`config.mk`:
```
export PLATFORM = sky130hd
export DESIGN_NAME = preset_sequencer
export DESIGN_NICKNAME = d
export VERILOG_FILES = /design/src/rtl/preset_sequencer.sv
export SDC_FILE = /design/constraint.sdc
export NUM_CORES = 1
export LEC_CHECK = 0
export CORE_MARGIN = 2
export CORE_UTILIZATION = 50
export DETAILED_ROUTE_END_ITERATION = 16
export PLACE_DENSITY = 0.76
export SYNTH_ARGS = -nofsm -noshare
export SYNTH_HDL_FRONTEND = slang
export SYNTH_SLANG_ARGS = --single-unit
```
`constraint.sdc`:
```
create_clock -name clk -period 3.3 [get_ports clk]
set_input_delay 0.825 -clock clk [delete_from_list [all_inputs] [get_ports clk]]
set_output_delay 0.825 -clock clk [all_outputs]
set_load 0.01 [all_outputs]
```
`src/rtl/preset_sequencer.sv`:
```
// Steps a preset/terminal-pulse counter through a small table of reload values,
// repeating each entry a programmable number of times, with optional looping.
module preset_sequencer #(
  parameter int          DEPTH          = 4,
  parameter logic [7:0]  PRESET_DEFAULT = 8'd250,
  localparam int         AW             = (DEPTH > 1) ? $clog2(DEPTH) : 1
) (
  input  logic          clk,
  input  logic          reset,
  input  logic          start,
  input  logic          stop,
  input  logic          loop_en,
  input  logic [AW-1:0] last_idx,
  input  logic [7:0]    reps,
  input  logic          cfg_we,
  input  logic [AW-1:0] cfg_addr,
  input  logic [7:0]    cfg_data,
  input  logic          tpulse,
  output logic          preset,
  output logic [7:0]    preset_input,
  output logic          busy,
  output logic          done,
  output logic [AW-1:0] idx,
  output logic [15:0]   tick_total
);

  localparam logic [1:0] IDLE = 2'd0;
  localparam logic [1:0] LOAD = 2'd1;
  localparam logic [1:0] WAIT = 2'd2;
  localparam logic [1:0] DONE = 2'd3;

  logic [1:0]    state, state_n;
  logic [7:0]    rep;
  logic [7:0]    reps_q;
  logic [AW-1:0] last_q;
  logic [7:0]    tbl [DEPTH];
  logic [7:0]    reps_m1;
  logic          last_rep;
  logic          last_ent;
  logic [AW-1:0] idx_nxt;

  // reps of 0 behaves as 1, so the final-rep compare is against max(reps-1, 0)
  assign reps_m1  = (reps_q == 8'd0) ? 8'd0 : reps_q - 8'd1;
  assign last_rep = (rep == reps_m1);
  assign last_ent = (idx >= last_q);
  assign idx_nxt  = idx + AW'(1);

  always_comb begin
    state_n = state;
    if (stop) begin
      state_n = IDLE;
    end else begin
      case (state)
        IDLE:    if (start) state_n = LOAD;
        LOAD:    state_n = WAIT;
        WAIT:    if (tpulse) state_n = (last_rep && last_ent) ? DONE : LOAD;
        DONE:    state_n = loop_en ? LOAD : IDLE;
        default: state_n = IDLE;
      endcase
    end
  end

  // Outputs are registered from the next state so they line up with the state register.
  always_ff @(posedge clk or posedge reset) begin
    if (reset) begin
      state        <= IDLE;
      preset       <= 1'b0;
      busy         <= 1'b0;
      done         <= 1'b0;
      preset_input <= 8'd0;
      idx          <= '0;
      rep          <= 8'd0;
      reps_q       <= 8'd0;
      last_q       <= '0;
      tick_total   <= 16'd0;
      for (int i = 0; i < DEPTH; i++) tbl[i] <= PRESET_DEFAULT;
    end else begin
      state  <= state_n;
      preset <= (state_n == LOAD);
      busy   <= (state_n != IDLE);
      done   <= (state_n == DONE);
      // Table reads below see the pre-write value on a colliding edge.
      if (cfg_we) tbl[cfg_addr] <= cfg_data;
      if (!stop) begin
        case (state)
          IDLE: if (start) begin
            idx          <= '0;
            rep          <= 8'd0;
            tick_total   <= 16'd0;
            last_q       <= last_idx;
            reps_q       <= reps;
            preset_input <= tbl[0];
          end
          WAIT: if (tpulse) begin
            tick_total <= tick_total + 16'd1;
            if (!last_rep) begin
              rep          <= rep + 8'd1;
              preset_input <= tbl[idx];
            end else if (!last_ent) begin
              idx          <= idx_nxt;
              rep          <= 8'd0;
              preset_input <= tbl[idx_nxt];
            end
          end
          DONE: if (loop_en) begin
            idx          <= '0;
            rep          <= 8'd0;
            preset_input <= tbl[0];
          end
          default: ;
        endcase
      end
    end
  end

endmodule

```
After elaboration in Yosys (flattened, before gate mapping) --
Index checks and enable logic that the tools add are counted.
Word-level totals: bits in registers 81, input port bits 27, output and inout port bits 29, word-level logic and storage cells 87
Operators by class: add/sub/neg operators 4, $lt $le $gt $ge 5, equality and inequality tests 12, mux-type cells 37, bitwise operators 4, reductions and logical operators 11
Operators by type and width (number):
- $mux 8 | 16
- $pmux 8 s3 | 2
- $bmux 8 s2 | 2
- $bwmux 32 | 1
- $mux 16 | 2
- $pmux 16 s2 | 1
- $mux 2 | 9
- $add 16x1->16 const B | 1
- $demux 8 s2 | 1
- $ne 2x2->1 const B | 5
- $ge 3x3->1 const B | 3
- $not 2->3 | 3
- $add 8x1->8 const B | 1
- $eq 8x8->1 | 1
- $logic_not 8->1 | 1
- $pmux 2 s4 | 1
- $sub 8x1->8 const B | 1
- $reduce_and 7->1 | 1
- $eq 2x2->1 const B | 3
- $pmux 2 s3 | 1
- $reduce_and 6->1 | 1
- $eq 2x1->1 const B | 2
- $reduce_and 4->1 | 1
- $reduce_bool 2->1 | 2
- other kinds (10) | 11

Longest topological paths before layout --
Gate-level depths: netlist of run 1.
word-level depth 9, depth in mapped cells 14

Worst setup path after synthesis of run 1 --
Ideal clock, no wire load.
path kind register to register, start register idx[0], end register rep[0], library setup time 0.125 ns, arrival time 3.035 ns, required time 3.175 ns, setup slack 0.140 ns, cell stages (with the launch flop) 15, path buffers 4, period minus slack after synthesis 3.160 ns, path through dfrtp_1 > clkbuf_1 > clkbuf_1 > inv_1 > ha_1 > nand2b_1 > a21oi_1 > nand2b_1 > a2111oi_2 > a21o_1 > buf_6 > inv_4 > and3_4 > buf_6 > mux2_2
On the way: longest elaborated chain between the ends 3
RTL lines:
- start, declared | line 23 | output logic [AW-1:0] idx,
- start signal, assigned | line 100 | idx <= idx_nxt;
- $ge 2x2->1 | line 45 | assign last_ent = (idx >= last_q);
- $ne 3x3->1 (no source line)
- $reduce_and 6->1 (no source line)
- end signal, assigned | line 97 | rep <= rep + 8'd1;
- end, declared | line 33 | logic [7:0] rep;
Every way passes these cells. A chain may end at the register's enable or synchronous reset.

Final worst setup path of run 1 --
start register reps_q[0], end register rep[7]
On the way: longest elaborated chain between the ends 6
RTL lines:
- start, declared | line 34 | logic [7:0] reps_q;
- start signal, assigned | line 91 | reps_q <= reps;
- $sub 8x1->8 / $logic_not 8->1 (equally long branches) | line 43 | assign reps_m1 = (reps_q == 8'd0) ? 8'd0 : reps_q - 8'd1;
- $mux 8 * | line 43
- $eq 8x8->1 * | line 44 | assign last_rep = (rep == reps_m1);
- $mux 8 | line 96 | if (!last_rep) begin
- $mux 8 | line 94 | WAIT: if (tpulse) begin
- $pmux 8 s3 | line 85 | case (state)
Mark *: on every way between the ends. The rest lies on a longest branch, timed or not. The select of a mux whose other input is x is not followed.

==> results.md, run 1 <==
- The floorplan has 34 rows.
- The final instance count without filler cells is roughly 560.
- After detailed routing, no signal wire sits above met4.
- The endpoint required time on the critical path is 3.55 ns.
- Setup repair after global routing left no endpoint under its margin.
- Sorting the synthesized cells by area gives the leading types as sky130_fd_sc_hd__dfrtp_1, sky130_fd_sc_hd__dfstp_2, sky130_fd_sc_hd__mux2_2.
- The routed wire length per instance is approximately 17 microns.
- The type of the setup path with the least slack is reg -> reg.
- The number of port buffers is 55.
- The post-route clock period utilization is 90.7%.
- Setup violations remaining at the end of the flow were counted as 0.
- Setup total negative slack on the finished layout was measured at 0 ns.
- The total count of hold-check failures in the final report was 0.
- Summed over all cells, the static leakage comes to ~0.0022 uW.
- Measured against its own limit, the worst slew margin works out to 62.8%.
- The mean cell area of the mapped netlist is approximately 12 sq um.
- The leading area contributor after synthesis is sky130_fd_sc_hd__dfrtp_1.
- The sum of routed wire length over all layers is 9440 microns.
- The maximum fanout along the worst path is 7.
- The commonest register cell after synthesis is sky130_fd_sc_hd__dfrtp_1.
- The met3 layer wire length in the routed design is 467 microns.
- The detail route stage leaves a number of antenna-violating nets equal to 0.
- The pin count of the biggest net entering global routing is 82.
- The routability-driven placement congestion ratio is 0.828.
- The library cell used as clock root buffer is sky130_fd_sc_hd__clkbuf_8.
- Among all stages on the critical path, the largest delay is contributed by sky130_fd_sc_hd__a2111oi_2.
- The fraction of final layout cells with drive strength greater than 1 is 27.6%.
- The count of pins over their slew limit is 0.
- The fraction of synthesized cell area taken by the top area cell type is 32.4%.
- In this run, the number of DRC markers left after iteration 0 of detailed routing was 125.
- The via count of the first global-routing pass was 3368.
- The height of the die is 97.8 microns.
- In the detailed route, the total length drawn on met2 is about 4700 microns.
- The largest single stage delay on the critical path is around 0.52 ns.
- The width of the die is approximately 100 microns.
- The floorplan step defined a die boundary enclosing 9570 sq um.
- The run finished with clean final reports.
- The number of vias in the routed layout is 3306.
- The initial utilization of the core area, before any placement, comes to 51.0%.
- The synthesized net count is roughly 400.
- Hold timing on the final database bottoms out at a slack of 0.527 ns.
- Detailed placement ended at an HPWL of 6700 microns.
- The clock net sink count is 81.
- The tool flagged a number of max-cap violations equal to 0.
- The floorplan step defined a core boundary enclosing between 8000 and 9000 sq um.
- Compared with the post-synthesis result, the final layout area differs by 21.4%.
- For this run, the register share of the synthesized area comes to 46.7%.
- The top cell types in the final layout, fill and taps aside, are sky130_fd_sc_hd__dfrtp_1, sky130_fd_sc_hd__clkdlybuf4s50_1, sky130_fd_sc_hd__mux2_2, sky130_fd_sc_hd__nor2_1, sky130_fd_sc_hd__dfstp_2.
- The initial antenna violation count is 0.
- For the pin with the worst max-slew slack, the measured transition is 0.553 ns.
- The critical path goes through inv_1, ha_1, nor4bb_2, and3_1, a31oi_1, a2111oi_2, nand3_2, buf_4, a31o_2, a22o_1.
- The clock latency of the later-clocked register in the worst-skew pair is 0.36 ns.
- The H-tree generated during clock tree synthesis spans 3 levels.
- Yosys printed 0 warnings.
- The clock passes through at most 2 buffers.
- The synthesized design contains 81 register bits.
- The total power after layout is around 2700 uW.
- In this run the worst hold path is classified as reg -> reg.
- The startpoint type of the worst setup path is a register.
- After global routing the overflow that remains totals 0.
- The DRC violation count after routing is 0.
- The first TritonRoute pass finished after 4 iterations.
- STA puts the critical path data arrival time at 3.24 ns.
- In the final design database the tool counted 477 nets.
- The proportion of synthesized flip-flops having asynchronous set or reset is between 90% and 100%.
- STA classifies the critical path endpoint as a register.
- Counting distinct cell types in the post-synthesis netlist gives 55.
- For this block, wires on met1 add up to 4130 microns.
- Dividing total power by cell area gives a power density of 506 nW/um^2.
- Cells fill 61.9% of the core in the end.
- The global-route usage over all layers is 20.6%.
- In this run the cell area of the synthesized design comes to ~4400 sq um.
- The number of diodes added for antenna fixing is 0.
- In the routed layout, each cell is associated on average with a via count of 5.92.
- After layout, the minimum clock period comes to 2.99 ns.
- The first global-routing pass estimated between 15000 and 20000 microns of wire.
- In this run, placement finished with an instance count of roughly 540.
- The synthesized design contains 0 enable-type register cells.
- In this run the count of I/O pins placed on the die edge is 56.
- After clock tree synthesis, the clock-pin slew on the worst setup and hold paths is approximately 0.090 ns.
- Static timing analysis puts the maximum clock frequency at between 300 and 400 MHz.
- Across the VDD grid, the largest voltage drop is approximately 0.00034 V.
- Buffers inserted during clock tree synthesis total 9.
- On the final layout, the worst clock skew is 0.00932 ns.
- The library cell used most frequently in the layout, excluding fill and tap cells, is sky130_fd_sc_hd__dfrtp_1.
- The CTS tree is built.
- The synthesized netlist cell count is 380.
- Hold repair after CTS inserted 0 buffers.
kinds of logic (layout without fill, tap and decap cells):
family                   after synthesis  count (layout)  share of synthesized area (%)
buffers and inverters                 33             103                           3.27
multiplexers                          66              66                           20.6
flip-flops                            81              81                           46.7
AND/OR/NAND/NOR                      116             116                           13.9
XOR/XNOR                              17              17                           3.38
adder cells (fa/ha/maj)                5               5                           1.42
AO/OA/AOI/OAI                         62              62                           10.6
area by class of cell:
class / count / area (sq um)
clock buffers: 10 / 149
clock inverters: 6 / 52.6
fillers: 685 / 3290
inverters: 17 / 66.3
multi-input cells: 266 / 2210
flip-flops and latches: 81 / 2060
well taps: 108 / 135
repair buffers: 70 / 676
sequential cells by signal (all words and copies together) (netlist names):
name,cells
idx,2
preset_input,8
busy,1
tick_total,16
tbl,32
last_q,2
done,1
reps_q,8
preset,1
state,2
rep,8
power by group:
group          switching [uW]  total [uW]  leakage [uW]  internal (uW)
Combinational             271         632       0.00110            360
Sequential                148        1330      0.000996           1180
Clock                     411         746      0.000107            335
cell usage after synthesis, types with 3 or more instances:
| cell | n |
|---|---|
| sky130_fd_sc_hd__dfrtp_1 | 57 |
| sky130_fd_sc_hd__mux2_2 | 38 |
| sky130_fd_sc_hd__nor2_1 | 31 |
| sky130_fd_sc_hd__dfstp_2 | 24 |
| sky130_fd_sc_hd__nand2_1 | 22 |
| sky130_fd_sc_hd__nand3_1 | 21 |
| sky130_fd_sc_hd__mux4_2 | 16 |
| sky130_fd_sc_hd__inv_1 | 15 |
| sky130_fd_sc_hd__mux2i_1 | 12 |
| sky130_fd_sc_hd__o21ai_0 | 12 |
| sky130_fd_sc_hd__clkbuf_1 | 10 |
| sky130_fd_sc_hd__xor2_1 | 10 |
| sky130_fd_sc_hd__a21oi_1 | 8 |
| sky130_fd_sc_hd__a22o_1 | 8 |
| sky130_fd_sc_hd__o211ai_1 | 8 |
| sky130_fd_sc_hd__and3_1 | 7 |
| sky130_fd_sc_hd__xnor2_1 | 7 |
| sky130_fd_sc_hd__a211o_1 | 5 |
| sky130_fd_sc_hd__ha_1 | 5 |
| sky130_fd_sc_hd__nand4_1 | 5 |
| sky130_fd_sc_hd__nor3_1 | 5 |
| sky130_fd_sc_hd__or3_1 | 5 |
| sky130_fd_sc_hd__a31o_2 | 4 |
| sky130_fd_sc_hd__nand3b_1 | 4 |
| sky130_fd_sc_hd__a211oi_1 | 3 |
critical path: cells and delay by family, from the launching register on:
kind,cells,cell delay (ns)
simple gates,3,0.81
flops,1,0.46
compound gates,4,1.01
fa+ha+maj,1,0.29
buf+inv,2,0.30
metal layers:
| metal | global-route usage [%] | up-vias |
|---|---|---|
| met2 | 34.5 | 91 |
| met5 | 0 | - |
| met3 | 5.65 | 16 |
| met4 | 4.70 | 0 |
| met1 | 26.8 | 1656 |
| li1 | - | 1543 |
through the flow:
step / area, sq um / setup WS [ns]
floorplan: 4400 / 0.140
global placement: 5110 / 0.367
CTS: 5310 / 0.202
detailed placement: 5110 / 0.239
global route: 5340 / 0.0742
finish: 5340 / 0.307
repair_timing:
item | 4_1_cts | 5_1_grt
endpoints found under the hold margin | 0 | 0
setup buffers | 0 | 3
endpoints found under the setup margin | 0 | 5
resized for setup | 0 | 1
path summary, 6_finish.rpt:
path | startpoint | to | cells past startpoint | slack, ns
max | reps_q[0]$_DFFE_PP0P_ | rep[7]$_DFFE_PP0P_ | 10 | 0.31
min | last_q[0]$_DFFE_PP0P_ | last_q[0]$_DFFE_PP0P_ | 1 | 0.53
max reg2reg | reps_q[0]$_DFFE_PP0P_ | rep[7]$_DFFE_PP0P_ | 10 | 0.31
min reg2reg | last_q[0]$_DFFE_PP0P_ | last_q[0]$_DFFE_PP0P_ | 1 | 0.53
max in group asynchronous | reset | tbl[7]$_DFFE_PP1P_ | 3 | 2.07
min in group asynchronous | reset | tick_total[1]$_DFFE_PP0P_ | 3 | 0.86
(Power assumes the default switching activity.)
==> run 2, diff against run 1 <==
--- a/config.mk
+++ b/config.mk
@@ -5,10 +5,12 @@
 export SDC_FILE = /design/constraint.sdc
 export NUM_CORES = 1
 export LEC_CHECK = 0
+export CELL_PAD_IN_SITES_DETAIL_PLACEMENT = 0
+export CELL_PAD_IN_SITES_GLOBAL_PLACEMENT = 1
 export CORE_MARGIN = 2
-export CORE_UTILIZATION = 50
+export CORE_UTILIZATION = 40
 export DETAILED_ROUTE_END_ITERATION = 16
-export PLACE_DENSITY = 0.76
+export PLACE_DENSITY_LB_ADDON = 0.1
 export SYNTH_ARGS = -nofsm -noshare
 export SYNTH_HDL_FRONTEND = slang
 export SYNTH_SLANG_ARGS = --single-unit
==> results.md, run 2 (synthesis gave the netlist of run 1 again) <==
- The endpoint required time on the critical path is 3.57 ns (+0.02 ns).
- The area enclosed by the die boundary is 11900 sq um (+24%).
- The cell-internal power is 1990 uW (+6.4%).
- The count of maximum capacitance violations is 0 (unchanged).
- Leaving out fill and tap cells, the most frequent cell in the layout is sky130_fd_sc_hd__dfrtp_1.
- The pin count of the biggest net entering global routing is 55 (-33%).
- The wire length of the first global-routing pass is 16400 microns (+2.2%).
- The register-to-register path setup slack is 0.26 ns (-0.04 ns).
- The count of pins over their slew limit is 0 (unchanged).
- The worst ir drop on vdd came to 0.000314 V (-8.0%).
- The clock latency of the later-clocked register in the worst-skew pair was 0.37 ns (about the same).
- The global-route usage over all layers is 17.9% (-2.7 points).
- The top achievable clock speed is 329 MHz (-1.5%).
- The DRC violation count after routing is 0 (unchanged).
- The critical path startpoint is reps_q[0]$_DFFE_PP0P_.
- The CTS tree is built.
- The number of diodes added for antenna fixing is 0 (unchanged).
- The final global-route overflow total was 0 (unchanged).
- In this run the clock root is driven by a sky130_fd_sc_hd__clkbuf_8.
- In the layout the commonest cells are sky130_fd_sc_hd__dfrtp_1, sky130_fd_sc_hd__clkdlybuf4s50_1, sky130_fd_sc_hd__mux2_2, sky130_fd_sc_hd__nor2_1, sky130_fd_sc_hd__dfstp_2.
- The initial antenna violation count is 0 (unchanged).
- The routed wire length per instance is 16.6 microns (-1.8%).
- The most numerous cell type found on the critical path is sky130_fd_sc_hd__buf_4.
- The met2 capacity usage during global routing came to 29.0% (-5.5 points).
- The number of cell rows is 38 (+12%).
- The number of failing setup endpoints in the final timing report is 0 (unchanged).
- The flip-flop count of the largest register after layout is 32 (unchanged).
- The origin of the critical flop-to-flop path is reps_q[0]$_DFFE_PP0P_.
- The cell leakage power is 0.00220 uW (about the same).
- The total CTS buffers is 9 (unchanged).
- The maximum fanout along the worst path is 18 (+11).
- The via count of the first global-routing pass is 3251 (-3.5%).
- The depth of the CTS H-tree is 3 (unchanged).
- The post-CTS setup repair buffer count is 0 (unchanged).
- The switching power was 812 uW (-2.2%).
- The time the worst path needs with I/O delays and setup is 3.04 ns (+0.0441 ns).
- The largest registers in the layout are tbl x32, tick_total x16.
- The kind of capture point of the worst setup path is a register.
- The worst-margin pin slew was 0.513 ns (-0.0395 ns).
- The startpoint type of the worst setup path is a register.
- The number of stages on the worst hold path came to 2 (+1).
- The number of inserted filler cells in the final layout was 986 (+44%).
- The type of the setup path with the least slack is reg -> reg.
- The met3 usage in global routing was 3.95% (-1.7 points).
- The routed via count divided by cell count is 5.49 (-7.4%).
- The worst-case clock buffer depth was 2 (unchanged).
- The height of the die is 109 microns (+11%).
- The iteration count of the initial detailed-routing pass is 4 (unchanged).
- The global routing stage identified its most utilized layer as met2.
- The path type of the worst min-delay path is reg -> reg.
- In this run the critical register-to-register path is captured at idx[1]$_DFFE_PP0P_.
- The number of port buffers is 55 (unchanged).
- The combinational cell fraction of total power is 22.5% (-0.9 points).
- The sum of routed wire length over all layers is 9760 microns (+3.4%).
- The post-route clock period utilization was 92.0% (+1.3 points).
- The sum of buffers and inverters on the critical path is 3 (+1).
- The number of top-level design ports is 56 (unchanged).
- The fraction of final layout cells with drive strength greater than 1 is 27.0% (-0.55 points).
- The initial cell density of the core is 40.8% (-10 points).
- The worst reg2reg path depth is 11 (+1).
- The largest register by flop count is tbl.
- The number of vias in the routed layout is 3227 (-2.4%).
- The proportion of total power due to net switching came to 29.0% (-1.8 points).
- The clock net sink count was 81 (unchanged).
- Walking the worst path, the cells encountered are inv_1, ha_1, nor4b_4, or4b_1, a21oi_1, a2111oi_2, buf_4, a21o_1, buf_4, or3_1, o31ai_1.
- The total stage count of the critical path is 11 (+1).
- The normalized max-slew margin was 65.7% (+2.9 points).
- The core area is 10800 sq um (+25%).
- Setup repair after global routing left no endpoint under its margin.
- The proportion of power drawn by flip-flops and latches is 47.1% (-1.9 points).
- The post-DP HPWL is 6940 microns (+3.5%).
- The post-CTS resize count came to 0 (unchanged).
- The worst clock skew is 0.00911 ns (-0.000215 ns).
- The flow ran to the end, and the final reports show no timing, DRC or antenna violations.
- The initial DRC count was 167 (+34%).
- The net count of the finished layout is 475 (-0.42%).
- The number of cells in the design after placement came to 572 (+6.1%).
- The met1 track demand over resource is 24.0% (-2.9 points).
- The width of the die is 109 microns (+11%).
- The power density over cell area is 520 nW/um^2 (+2.8%).
- The total count of hold-check failures in the final report came to 0 (unchanged).
- The final instance count without filler cells is 588 (+5.4%).
- In this run the worst setup path terminates at idx[1]$_DFFE_PP0P_.
- The clock transition at the registers of the reported paths was 0.09 ns (about the same).
- The number of buffers inserted by hold repair at cts is 0 (unchanged).
- The kind of cell with the highest combined delay along the critical path is simple AND/OR/NAND/NOR gates.
- The post-detailed-route count of antenna-violating nets is 0 (unchanged).
- The clock network power share is 30.5% (+2.9 points).
- For this design, the slowest cell found on the critical path is sky130_fd_sc_hd__or4b_1.
- The arrival time reported for the critical path endpoint is 3.30 ns (+0.06 ns).
- The worst stage delay on the critical path is 0.51 ns (about the same).
- The setup TNS was 0 ns (unchanged).
- The area growth from synthesis to layout is 22.6%.
- The routability-driven placement congestion ratio was 0.815 (-1.6%).
run 2: changes by cell type in the layout (fill, tap and decap cells not counted):
cell,change
sky130_fd_sc_hd__buf_4,-2
sky130_fd_sc_hd__bufinv_16,+2
sky130_fd_sc_hd__inv_4,-2
sky130_fd_sc_hd__clkbuf_16,-1
sky130_fd_sc_hd__clkbuf_8,+1
sky130_fd_sc_hd__clkinv_2,+1
sky130_fd_sc_hd__clkinv_4,-1
sky130_fd_sc_hd__clkinvlp_4,+1
sky130_fd_sc_hd__inv_2,-1
sky130_fd_sc_hd__inv_6,+1
sky130_fd_sc_hd__inv_8,-1
sky130_fd_sc_hd__nor4bb_1,+1
sky130_fd_sc_hd__nor4bb_2,-1
run 2: power groups by stage:
stage | clock network [uW] | registers [uW] | logic, uW
finish | 854 | 1320 | 630
floorplan | 0 | 1300 | 422
detailed placement | 0 | 1330 | 636
global placement | 0 | 1330 | 625
global route | 923 | 1350 | 694
CTS | 882 | 1320 | 638
run 2: how the worst min path moves through the flow:
stage,from,to,slack (ns)
after floorplan,last_q[0]$_DFFE_PP0P_,last_q[0]$_DFFE_PP0P_,0.48
after global placement,tbl[18]$_DFFE_PP0P_,tbl[18]$_DFFE_PP0P_,0.51
after detailed placement,tbl[18]$_DFFE_PP0P_,tbl[18]$_DFFE_PP0P_,0.52
after CTS,tbl[18]$_DFFE_PP0P_,tbl[18]$_DFFE_PP0P_,0.54
after global routing,tbl[18]$_DFFE_PP0P_,tbl[18]$_DFFE_PP0P_,0.56
final,preset_input[4]$_DFFE_PP0P_,preset_input[4]$_DFFE_PP0P_,0.52
run 2: worst min-delay path, delay by kind of cell, from the launching register on:
kind	cells	cell delay [ns]
DFF	1	0.37
AOI/OAI and AO/OA	1	0.07
and+or+nand+nor	1	0.05
run 2: per-layer routing:
metal	up-vias	part of all wire, %	wire length [microns]
met2	69	48	4680
met1	1606	47	4590
li1	1541	-	-
met3	11	3.5	337
met4	0	1.6	153
met5	-	0	0
run 2: per-stage QoR:
stage	total power (uW)	area, sq um	hold slack, ns	worst slack [ns]	util (%)
after global placement	1960	5160	0.506	0.389	47.8
final	2810	5400	0.524	0.263	50.0
after CTS	2840	5400	0.538	0.256	50.0
after detailed placement	1970	5160	0.516	0.285	47.8
after floorplan	1720	4400	0.485	0.140	-
after global routing	2960	5400	0.562	0.0849	50.0
run 2: cell type report:
cell class | count | area (sq um) | share of cell area, %
inverter | 17 | 67.6 | 1.25
clock inverter | 6 | 96.3 | 1.79
tap | 140 | 175 | 3.25
clock buffer | 10 | 138 | 2.55
sequential | 81 | 2060 | 38.1
multi-input combinational | 266 | 2200 | 40.8
timing repair buffer | 68 | 661 | 12.2
